[config.mk]
export PLATFORM = sky130hd
export DESIGN_NAME = role_collision_hp
export DESIGN_NICKNAME = d
export VERILOG_FILES = /design/src/rtl/role_pkg.sv /design/src/rtl/role_box_overlap.sv /design/src/rtl/role_collision_hp.sv
export SDC_FILE = /design/constraint.sdc
export NUM_CORES = 1
export LEC_CHECK = 0
export ABC_AREA = 0
export BUFFER_PORTS_ARGS = -buffer_cell sky130_fd_sc_hd__buf_4
export CORE_MARGIN = 2
export CORE_UTILIZATION = 48
export DETAILED_ROUTE_END_ITERATION = 10
export MAX_ROUTING_LAYER = met4
export PLACE_DENSITY = 0.7
export SKIP_LAST_GASP = 1
export SLEW_MARGIN = 20
export SYNTH_ARGS = -nofsm -noshare
export SYNTH_HDL_FRONTEND = slang
export SYNTH_SLANG_ARGS = --single-unit
[constraint.sdc]
create_clock -name clk -period 2.6 [get_ports clk]
set_input_delay 0 -clock clk [delete_from_list [all_inputs] [get_ports clk]]
set_output_delay 0 -clock clk [all_outputs]
set_load 0.005 [all_outputs]
[src/rtl/role_pkg.sv]
// role_pkg: shared constants and types for the player/enemy sprite pipeline
// Holds screen geometry, sprite size, the collision FSM state encoding,
// the transparent colour key and the enemy speed-offset ceiling.
package role_pkg;
    localparam int MAX_X = 640;
    localparam int MAX_Y = 480;
    localparam int SPRITE_W = 32;
    localparam int SPEED_MAX = 2000000;
    localparam logic [11:0] TRANSPARENT = 12'b000111110000;
    typedef enum logic [1:0] {ALIVE, INVULN, DEAD} role_state_t;
endpackage

[src/rtl/role_box_overlap.sv]
// role_box_overlap: combinational axis-aligned overlap test of two WxW boxes
// Ports:
//   a_x_i, a_y_i  top-left corner of box A
//   b_x_i, b_y_i  top-left corner of box B
//   overlap_o     1 when the boxes share at least one pixel
// Sums are formed in 11 bits so x+W never wraps; a gap of exactly W
// (edges touching) is not an overlap.
module role_box_overlap #(
    parameter int W = 32
) (
    input  logic [9:0] a_x_i,
    input  logic [9:0] a_y_i,
    input  logic [9:0] b_x_i,
    input  logic [9:0] b_y_i,
    output logic       overlap_o
);
    localparam logic [10:0] W11 = 11'(W);
    logic [10:0] ax, ay, bx, by;
    always_comb begin
        ax = {1'b0, a_x_i};
        ay = {1'b0, a_y_i};
        bx = {1'b0, b_x_i};
        by = {1'b0, b_y_i};
        overlap_o = (ax < bx + W11) & (bx < ax + W11) & (ay < by + W11) & (by < ay + W11);
    end
endmodule

[src/rtl/role_collision_hp.sv]
// role_collision_hp: player/enemy collision, hit points, invulnerability and difficulty feedback
// Ports:
//   clk, reset              clock; asynchronous active-high reset
//   jojo_x_i, jojo_y_i      player top-left position
//   enemy_x_i, enemy_y_i    enemy top-left position
//   enemy_valid_i           enemy active; no collisions when low
//   heal_i                  one-cycle pulse, +1 hp (ALIVE/INVULN only)
//   restart_i               one-cycle pulse, leaves DEAD with full hp
//   hp_o                    current hit points
//   hit_pulse_o             one cycle per counted hit
//   invuln_o                high while invulnerable
//   blink_o                 player sprite flash enable
//   game_over_o             high while dead
//   speed_offset_o          chase speed-up fed back to the enemy stage
// Build option: define COLLISION_GOD_MODE_EN to keep counting hits
// (pulse, speed step, invulnerability) without ever losing hp.
module role_collision_hp
    import role_pkg::role_state_t, role_pkg::ALIVE, role_pkg::INVULN, role_pkg::DEAD;
#(
    parameter int SPRITE_W      = 32,
    parameter int HP_MAX        = 5,
    parameter int INVULN_CYCLES = 50000000,
    parameter int SPEED_STEP    = 200000,
    parameter int SPEED_MAX     = 2000000,
    parameter int BLINK_BIT     = 22
) (
    input  logic        clk,
    input  logic        reset,
    input  logic [9:0]  jojo_x_i,
    input  logic [9:0]  jojo_y_i,
    input  logic [9:0]  enemy_x_i,
    input  logic [9:0]  enemy_y_i,
    input  logic        enemy_valid_i,
    input  logic        heal_i,
    input  logic        restart_i,
    output logic [2:0]  hp_o,
    output logic        hit_pulse_o,
    output logic        invuln_o,
    output logic        blink_o,
    output logic        game_over_o,
    output logic [25:0] speed_offset_o
);
    localparam logic [2:0]  HP_FULL  = 3'(HP_MAX);
    localparam logic [25:0] CNT_LOAD = 26'(INVULN_CYCLES - 1);
    localparam logic [26:0] STEP     = 27'(SPEED_STEP);
    localparam logic [26:0] SMAX     = 27'(SPEED_MAX);

    role_state_t state_q, state_d;
    logic        box_hit, overlap_q, hit_q, hit_d;
    logic [2:0]  hp_q, hp_d, hp_inc;
    logic [25:0] spd_q, spd_d, spd_sat, cnt_q, cnt_d;
    logic [26:0] spd_sum;

    role_box_overlap #(.W(SPRITE_W)) u_box (
        .a_x_i     (jojo_x_i),
        .a_y_i     (jojo_y_i),
        .b_x_i     (enemy_x_i),
        .b_y_i     (enemy_y_i),
        .overlap_o (box_hit)
    );

    always_ff @(posedge clk or posedge reset) begin
        if (reset) state_q <= ALIVE;
        else       state_q <= state_d;
    end

    always_ff @(posedge clk or posedge reset) begin
        if (reset) begin
            overlap_q <= 1'b0;
            hit_q     <= 1'b0;
            hp_q      <= HP_FULL;
            spd_q     <= '0;
            cnt_q     <= '0;
        end else begin
            overlap_q <= enemy_valid_i & box_hit;
            hit_q     <= hit_d;
            hp_q      <= hp_d;
            spd_q     <= spd_d;
            cnt_q     <= cnt_d;
        end
    end

    always_comb begin
        spd_sum = {1'b0, spd_q} + STEP;
        spd_sat = (spd_sum > SMAX) ? SMAX[25:0] : spd_sum[25:0];
        hp_inc  = (hp_q >= HP_FULL) ? HP_FULL : hp_q + 3'd1;
    end

    // A counted hit takes priority over a heal arriving in the same cycle.
    always_comb begin
        state_d = state_q;
        hp_d    = hp_q;
        spd_d   = spd_q;
        cnt_d   = cnt_q;
        hit_d   = 1'b0;
        case (state_q)
            ALIVE: begin
                if (overlap_q) begin
                    hit_d = 1'b1;
                    spd_d = spd_sat;
`ifdef COLLISION_GOD_MODE_EN
                    cnt_d   = CNT_LOAD;
                    state_d = INVULN;
`else
                    hp_d = hp_q - 3'd1;
                    if (hp_q > 3'd1) begin
                        cnt_d   = CNT_LOAD;
                        state_d = INVULN;
                    end else begin
                        state_d = DEAD;
                    end
`endif
                end else if (heal_i) begin
                    hp_d = hp_inc;
                end
            end
            INVULN: begin
                hp_d = heal_i ? hp_inc : hp_q;
                // Counter reaches 0 on the last invulnerable cycle, giving exactly INVULN_CYCLES cycles.
                if (cnt_q == '0) state_d = ALIVE;
                else             cnt_d = cnt_q - 26'd1;
            end
            DEAD: begin
                if (restart_i) begin
                    hp_d    = HP_FULL;
                    spd_d   = '0;
                    state_d = ALIVE;
                end
            end
            default: state_d = ALIVE;
        endcase
    end

    always_comb begin
        invuln_o       = (state_q == INVULN);
        game_over_o    = (state_q == DEAD);
        blink_o        = (state_q == INVULN) & cnt_q[BLINK_BIT];
        hp_o           = hp_q;
        hit_pulse_o    = hit_q;
        speed_offset_o = spd_q;
    end
endmodule

# ---- After elaboration in Yosys (flattened, before gate mapping)
# Cells that the tools add are included.
dict set report word_totals {
  inputBits 45
  elab_cells 62
  reg_bits 59
}
dict set report op_classes {
  reduce_logical 9
  order_cmp 7
  add_sub_neg 8
  n_bitwise 5
  n_mux 20
  eq_ne 7
}
# operator count
set ops {}
lappend ops {{two-way mux 26 bit} 6}
lappend ops {{one-hot mux 26 bit (2 select lines)} 2}
lappend ops {{adder 10 x 6 -> 11 bit, second input constant} 4}
lappend ops {{less-than comparator 10 x 11 -> 1 bit} 4}
lappend ops {{adder 26 x 18 -> 27 bit, second input constant} 1}
lappend ops {{greater-than comparator 27 x 21 -> 1 bit, second input constant} 1}
lappend ops {{zero test 26 bit} 1}
lappend ops {{subtractor 26 x 1 -> 26 bit, second input constant} 1}
lappend ops {{two-way mux 3 bit} 4}
lappend ops {{one-hot mux 3 bit (3 select lines)} 1}
lappend ops {{two-way mux 2 bit} 4}
lappend ops {{inequality test 2 bit, second input constant} 4}
lappend ops {{one-hot mux 2 bit (3 select lines)} 1}
lappend ops {{AND reduction 3 bit} 2}
lappend ops {{bitwise AND 1 bit} 5}
lappend ops {{AND reduction 4 bit} 1}
lappend ops {{nonzero test 2 bit} 2}
lappend ops {{adder 3 x 1 -> 3 bit, second input constant} 1}
lappend ops {{>= comparator 3 bit, second input constant} 1}
lappend ops {{greater-than comparator 3 x 1 -> 1 bit, second input constant} 1}
lappend ops {{nonzero test 3 bit} 1}
lappend ops {{subtractor 3 x 1 -> 3 bit, second input constant} 1}
lappend ops {{equality test 2 x 1 -> 1 bit, second input constant} 1}
lappend ops {{equality test 2 bit, second input constant} 1}
lappend ops {{4 further kinds} 5}

# ---- Longest topological paths before layout
# Gate-level depths: netlist (run 1).
dict set report logic_depth {
  word_depth 6
  mapped_depth 10
}

# ---- Modules after synthesis
# Synthesis (run 1) repeated with hierarchy kept, for this count alone.
dict set report unflattened {
  hier_cells 541
  area_unflattened_um2 4514.3
}
# module cells_each instances area_per_inst_um2 seq_area_each_um2
set by_module_without_submodules {}
lappend by_module_without_submodules {role_collision_hp 401 1 3400.8 1328.8}
lappend by_module_without_submodules {role_box_overlap 140 1 1113.6 0.0}

# ---- Worst setup path after synthesis (run 1)
# Ideal clock, no wire load.
dict set report synth_timing {
  kind {register to register}
  from {register spd_q[6], in the netlist speed_offset_o[6]}
  to {register spd_q[15], in the netlist speed_offset_o[15]}
  arrival_time_ns 2.334
  n_path_buf 2
  stages_incl_launch_ff 11
  synth_period_minus_slack_ns 2.455
  slack_ns 0.145
  setup_ns 0.121
  path_cell_list {dfrtp_1 -> ha_1 -> buf_2 -> o21ai_0 -> and3_1 -> o211ai_1 -> a31o_2 -> a21oi_1 -> buf_2 -> o21ai_0 -> a22o_1}
}
dict set report synth_between {
  elab_chain_cells 5
}
# item line
set synth_lines {}
lappend synth_lines {{start: declaration} role_collision_hp.sv:51} ;# logic [25:0] spd_q, spd_d, spd_sat, cnt_q, cnt_d;
lappend synth_lines {{start signal: assignment} role_collision_hp.sv:78} ;# spd_q <= spd_d;
lappend synth_lines {{adder 26 x 18 -> 27 bit (*)} role_collision_hp.sv:84} ;# spd_sum = {1'b0, spd_q} + STEP;
lappend synth_lines {{greater-than comparator 27 x 21 -> 1 bit} role_collision_hp.sv:85} ;# spd_sat = (spd_sum > SMAX) ? SMAX[25:0] : spd_sum[25:0];
lappend synth_lines {{two-way mux 26 bit (*)} role_collision_hp.sv:85}
lappend synth_lines {{two-way mux 26 bit (*)} role_collision_hp.sv:98} ;# if (overlap_q) begin
lappend synth_lines {{one-hot mux 26 bit (2 select lines) (*)} role_collision_hp.sv:96} ;# case (state_q)
# Every way passes the cells marked *; elsewhere a longest branch is shown, timed or not. The select of a mux whose other input is x is not followed.
# A chain may end at the register's enable or synchronous reset.

# ---- Worst setup path after layout (run 1)
dict set report layout_timing {
  from {register spd_q[11], in the netlist speed_offset_o[11]}
  to {register spd_q[7], in the netlist speed_offset_o[7]}
}
dict set report layout_between {
  elab_chain_cells 5
}
# item line
set layout_lines {}
lappend layout_lines {{adder 26 x 18 -> 27 bit} role_collision_hp.sv:84}
lappend layout_lines {{greater-than comparator 27 x 21 -> 1 bit} role_collision_hp.sv:85}
lappend layout_lines {{two-way mux 26 bit} role_collision_hp.sv:85}
lappend layout_lines {{two-way mux 26 bit} role_collision_hp.sv:98}
lappend layout_lines {{one-hot mux 26 bit (2 select lines)} role_collision_hp.sv:96}
# Every way passes these cells. The select of a mux whose other input is x is not followed.

==> run summary, run 1 <==
Outcome: finished, final reports clean
RePlAce Congestion: 0.991
Clock Skews: 0.0108 ns
Die Y: 99.8 um
Worst skew pair latency: 0.32 ns
Fmax: 0.397 GHz
Site Rows: 34
Buffer and inverter count on the worst path: 0
Worst-path fanout max: 7
CTS sink cnt: 53
Worst VDD drop: 0.300 mV
Antenna violations before repair: 0
Synth async-reset ratio: 1.00
Largest buffer count on any clock path: 2
Io pins: 78
Crit Path Category: flip-flop to flip-flop
PwrDens: 785 nW/um^2
Detailed Route WL: 9.97 mm
Ys flop type: dfrtp_1
CTS tree: built
Max-cap violations: 0
DR iter-0 viols: 161
Post-DR wirelength/cell: 14.1 um
Slowest CP cell: or4_1
Met2 Track Usage GR: 0.360
Largest net degree at the start of global routing: 22
Pleak: 2.50 nW
Reg clk slew, reported paths: 0.11 ns
Vias: 3,960
Final setup vio count: 0
RSZ-0062 raised after global routing: no
# DRC: 0
WHS: 0.0560 ns
Clock Tree Root: clkbuf_8
Htree depth: 2
Via density: 5.59
Hold Violations, Final: 0
Met1 Usage GRT: 0.286
Layout cells sized above 1: 0.210
Total Neg Setup Slack: 0 ns
Total track usage: 0.217
Crit path required time: 2.81 ns
Post-Syn Area: 4410 um^2
First-pass detailed-route iteration total: 6
Yosys warning count: 0
Synth Register Bits: 53
Worst slew pin tran: 0.613 ns
Net count, final: 693
Post-synthesis cell type count: 66
Tcrit/Tclk final: 0.970
CP top delay family: compound AO/OA/AOI/OAI gates
Die area: 9960 um^2
Slew headroom: 0.591
Placeable Area: 8810 um^2
Startpoint types: flip-flop
First-pass GRT wire length: 17.5 mm
Post-synthesis sequential area ratio: 0.302
Gr busiest metal: met2
Avg Inst Size Synth: 8.55 um^2
EDFF count, synth: 0
Number of global-route vias before repair: 3,913
Final min period: 2.52 ns
Max-slew violation count: 0
CTS Buf Count: 5
GRT Residual Overflow: 0
Most common cell after layout, fill and taps aside: buf_4
Hold Path Class: input port to flip-flop
Crit. End Element: flip-flop
Cells after Synth: 515
Post-DRT Antenna Nets: 0
IO buf count: 71
Worst path arrival time: 2.73 ns
Chain of cells forming the critical path: or4_1, o22ai_2, nand3_1, mux2_2, o21bai_1, a221o_1
Starting Density: 0.500
Die X: 99.8 um
Area grow syn2layout: 20.2%
Most frequent cells in the layout: 92 x buf_4, 51 x dfrtp_1, 48 x ha_1, 38 x inv_1, 38 x nand2_1
# fillers: 770
GR Util met3: 0.0202
Antenna diodes: 0
Detailed-placement wirelength estimate: 7.90 mm
CP max stage delay: 0.55 ns
-- cell type report --
cell class	count	area [um^2]	share of cell area
Timing Repair Buffer	93	701	0.132
Multi-Input combinational cell	408	2850	0.538
Clock inverter	3	68.8	0.0130
Clock buffer	5	68.8	0.0130
Inverter	39	146	0.0276
Tap cell	108	135	0.0255
Sequential cell	53	1330	0.251
-- layer usage --
layer  wire [um]  share of wire
met1        4660           0.47
met2        4700           0.47
met3         493          0.049
met4         114          0.011
met5           0              0
-- stage by stage --
stage / total power [mW] / worst slack, ns / cells / utilization / cell area [um^2]
after floorplan: 2.75 / 0.145 / 520 / - / 4420
after global placement: 3.40 / 0.127 / 699 / 0.582 / 5130
after detailed placement: 3.46 / 0.0985 / 699 / 0.582 / 5130
after CTS: 4.16 / 0.0794 / 708 / 0.599 / 5280
after global routing: 4.51 / 0.00276 / 709 / 0.601 / 5300
final: 4.16 / 0.0781 / 709 / 0.601 / 5300
-- power by group --
| part | internal (mW) | switching (mW) |
|---|---|---|
| sequential | 1.11 | 0.334 |
| clock | 0.388 | 0.301 |
| combinational | 0.931 | 1.09 |
-- registers in the layout (all words and copies together), names as in the netlist --
register / count
hp_o: 3
speed_offset_o: 20
cnt_q: 26
overlap_q: 1
hit_pulse_o: 1
state_q: 2
-- cells by family after synthesis --
family | Yosys count | synth area share
buffers and inverters | 59 | 0.0591
DFF | 53 | 0.302
other | 1 | 0.000851
AOI/OAI and AO/OA | 122 | 0.188
xor gates and xnor gates | 38 | 0.0755
muxes | 4 | 0.00994
and+or+nand+nor | 190 | 0.229
adders and majority gates | 48 | 0.136
-- Yosys cell counts, drive strengths merged (2+ instances only) --
library cell / n / area (um^2)
a211o: 3 / 26.3
o211ai: 13 / 97.6
clkbuf: 7 / 26.3
a31oi: 3 / 18.8
o311ai: 2 / 25.0
and2: 7 / 43.8
a21o: 12 / 90.1
nand2b: 13 / 88.8
xor2: 21 / 184
o21bai: 2 / 15.0
o221ai: 3 / 26.3
dfrtp: 51 / 1280
nand3: 23 / 115
mux2: 3 / 33.8
nor2: 37 / 146
xnor2: 17 / 149
or2: 2 / 12.5
buf: 12 / 75.1
o21ai: 32 / 160
o21a: 3 / 22.5
a221o: 2 / 20.0
nand4: 5 / 31.3
o22ai: 2 / 18.8
and3: 6 / 37.5
a22oi: 3 / 22.5
or3: 14 / 97.6
or4: 6 / 48.8
nor3: 18 / 100
nand2: 39 / 146
o2111ai: 2 / 17.5
nor2b: 8 / 50.1
a211oi: 6 / 45.0
ha: 48 / 601
o31ai: 2 / 15.0
inv: 39 / 146
nor4: 8 / 56.3
a21oi: 23 / 126
dfstp: 2 / 52.6
-- what timing repair did --
action	CTS	global route
endpoints found under the hold margin	43	0
resized for setup	0	5
endpoints found under the setup margin	0	15
hold buffers	1	0
buffers inserted	0	1
-- path summary, 6_finish.rpt --
path	start	to	slack, ns	depth (start not counted)
max in group asynchronous	reset	hp_o[2]	1.83	4
min reg2reg	speed_offset_o[23]	speed_offset_o[23]	0.52	1
min in group asynchronous	reset	speed_offset_o[24]	0.17	3
max	speed_offset_o[11]	speed_offset_o[7]	0.08	6
min	enemy_x_i[8]	overlap_q	0.06	3
max reg2reg	speed_offset_o[11]	speed_offset_o[7]	0.08	6
-- tightest hold or removal path, delay by kind of cell --
kind | cells | cell delay, ns
AOI/OAI and AO/OA | 2 | 0.22
buffers and inverters | 1 | 0.13
Power figures use the tool's default switching activity.
==> run 2, diff against run 1 <==
--- a/config.mk
+++ b/config.mk
@@ -8,12 +8,12 @@
 export ABC_AREA = 0
 export BUFFER_PORTS_ARGS = -buffer_cell sky130_fd_sc_hd__buf_4
 export CORE_MARGIN = 2
-export CORE_UTILIZATION = 48
+export CORE_UTILIZATION = 55
 export DETAILED_ROUTE_END_ITERATION = 10
+export GPL_ROUTABILITY_DRIVEN = 0
 export MAX_ROUTING_LAYER = met4
-export PLACE_DENSITY = 0.7
+export PLACE_DENSITY = 0.79
 export SKIP_LAST_GASP = 1
-export SLEW_MARGIN = 20
 export SYNTH_ARGS = -nofsm -noshare
 export SYNTH_HDL_FRONTEND = slang
 export SYNTH_SLANG_ARGS = --single-unit
==> run 2 against run 1 <==
  * Sequential share of layout area increased by 0.13 points
  * Cell count down 0.56%
  * Non-clock buffer count is 2 higher
  * Total power fell by 3.8%
  * Combinational power grew 2%
  * Cell area fell by 0.52%
  * Critical path depth up 3
  * Register-to-register slack better by 0.02 ns
  * Global-route usage rose by 2.0 points
  * Sequential power about the same
  * First-iteration DRC count rose by 36%
  * Count of clock-buffer cells in the layout rose by 1
  * Largest cell class unchanged
  * Highest routed layer unchanged
==> run summary, run 2 (same netlist as run 1, synthesis figures left out) <==
Outcome: finished, final reports clean
GRT Residual Overflow: 0
Worst-path fanout max: 7
Reg with most FFs: cnt_q
Crit path required time: 2.76 ns
Reg area: 1330 um^2
Crit. End Element: flip-flop
DP Area: 5140 um^2
Post-DR wirelength/cell: 14.2 um
Total track usage: 0.237
Clock Tree Root: clkbuf_8
Comb pwr share: 0.518
Dpl cells: 695
Clock Skews: 0.0145 ns
Reg2Reg Setup Slack: 0.09 ns
WHS: 0.0579 ns
Fmax: 0.399 GHz
Switch share: 0.431
Pleak: 2.49 nW
Die Y: 93.5 um
Antenna violations before repair: 0
CTS tree: built
Hold Path Class: input port to flip-flop
Max reg flops: 26
Io pins: 78
Post-DRT Antenna Nets: 0
Multi-input gate area: 2850 um^2
First-pass GRT wire length: 16.7 mm
Psw: 1.72 mW
Most common cell after layout, fill and taps aside: buf_4
Slew headroom: 0.575
Worst VDD drop: 0.402 mV
# fillers: 623
DR iter-0 viols: 219
Sequential share of power: 0.358
Starting Density: 0.570
IO buf count: 71
Worst skew pair latency: 0.31 ns
Crit Path Category: flip-flop to flip-flop
CTS Buf Count: 5
Max-slew violation count: 0
Most frequent cells in the layout: 94 x buf_4, 51 x dfrtp_1, 48 x ha_1, 38 x inv_1, 38 x nand2_1
Tcrit/Tclk final: 0.964
Number of global-route vias before repair: 3,895
Max-cap violations: 0
Int Power: 2.27 mW
Vias: 4,076
Net count, final: 695
Post-route core utilization: 0.682
Site Rows: 32
Layout cells sized above 1: 0.212
Startpoint types: flip-flop
Detailed-placement wirelength estimate: 7.94 mm
First-pass detailed-route iteration total: 5
Reg clk slew, reported paths: 0.10 ns
Hold Violations, Final: 0
Detailed Route WL: 10.0 mm
CTS sink cnt: 53
Design area: 5270 um^2
Die X: 93.5 um
Area grow syn2layout: 19.6%
Total Neg Setup Slack: 0 ns
Final setup vio count: 0
Placeable Area: 7730 um^2
Largest net degree at the start of global routing: 28
Worst path arrival time: 2.67 ns
Antenna diodes: 0
Worst slew pin tran: 0.638 ns
Via density: 5.78
PwrDens: 759 nW/um^2
Final min period: 2.51 ns
Die area: 8740 um^2
Largest buffer count on any clock path: 2
Htree depth: 2
Final Instance Count excl. Fillers: 705
# DRC: 0
Clock Power Share: 0.124
[run 2: metrics by stage]
| stage | worst slack [ns] | total power [mW] |
|---|---|---|
| floorplan | 0.145 | 2.75 |
| global placement | 0.191 | 3.39 |
| detailed placement | 0.109 | 3.47 |
| CTS | 0.0710 | 3.98 |
| global route | -0.00908 | 4.31 |
| finish | 0.0943 | 4.00 |
[run 2: worst paths after layout]
check / startpoint / end / depth (start not counted)
worst max-delay path: speed_offset_o[10] / speed_offset_o[16] / 9
worst min-delay path: enemy_x_i[8] / overlap_q / 3
worst max register to register: speed_offset_o[10] / speed_offset_o[16] / 9
worst min register to register: speed_offset_o[22] / speed_offset_o[22] / 1
max in group asynchronous: reset / hp_o[0] / 4
min in group asynchronous: reset / cnt_q[23] / 3
[run 2: power groups by stage]
stage / Combinational (mW) / Sequential, mW / Clock (mW)
after global placement: 1.97 / 1.42 / 0
after CTS: 2.05 / 1.43 / 0.508
final: 2.07 / 1.43 / 0.498
after floorplan: 1.37 / 1.37 / 0
after global routing: 2.30 / 1.47 / 0.535
after detailed placement: 2.03 / 1.44 / 0
[run 2: layout make-up]
class / instances / area share
clock buffers: 6 / 0.0157
clock inverters: 2 / 0.00309
inverters: 39 / 0.0278
multi-input cells: 408 / 0.541
flip-flops and latches: 53 / 0.252
well taps: 102 / 0.0242
repair buffers: 95 / 0.136
[run 2: worst max-delay path: stages, from the launching register on]
cell and delay, ns:
dfrtp_1 0.41, or4_1 0.55, o22ai_2 0.21, buf_4 0.17, nor2_1 0.05, xor2_1 0.25, o311ai_4 0.20, buf_4 0.18
o2111ai_1 0.19, nand3_1 0.14
[run 2: repair_timing]
action                                 4_1_cts  5_1_grt
setup buffers                                0        1
resized for setup                            0        4
setup endpoints to repair                    0       21
hold buffers                                 1        0
endpoints found under the hold margin       25        0
[run 2: layer usage]
metal / share of wire / global-route usage / vias to the layer above
met1: 0.45 / 0.297 / 1930
met5: 0 / - / -
li1: - / - / 2003
met3: 0.051 / 0.0298 / 15
met4: 0.015 / 0.0748 / 0
met2: 0.49 / 0.400 / 128
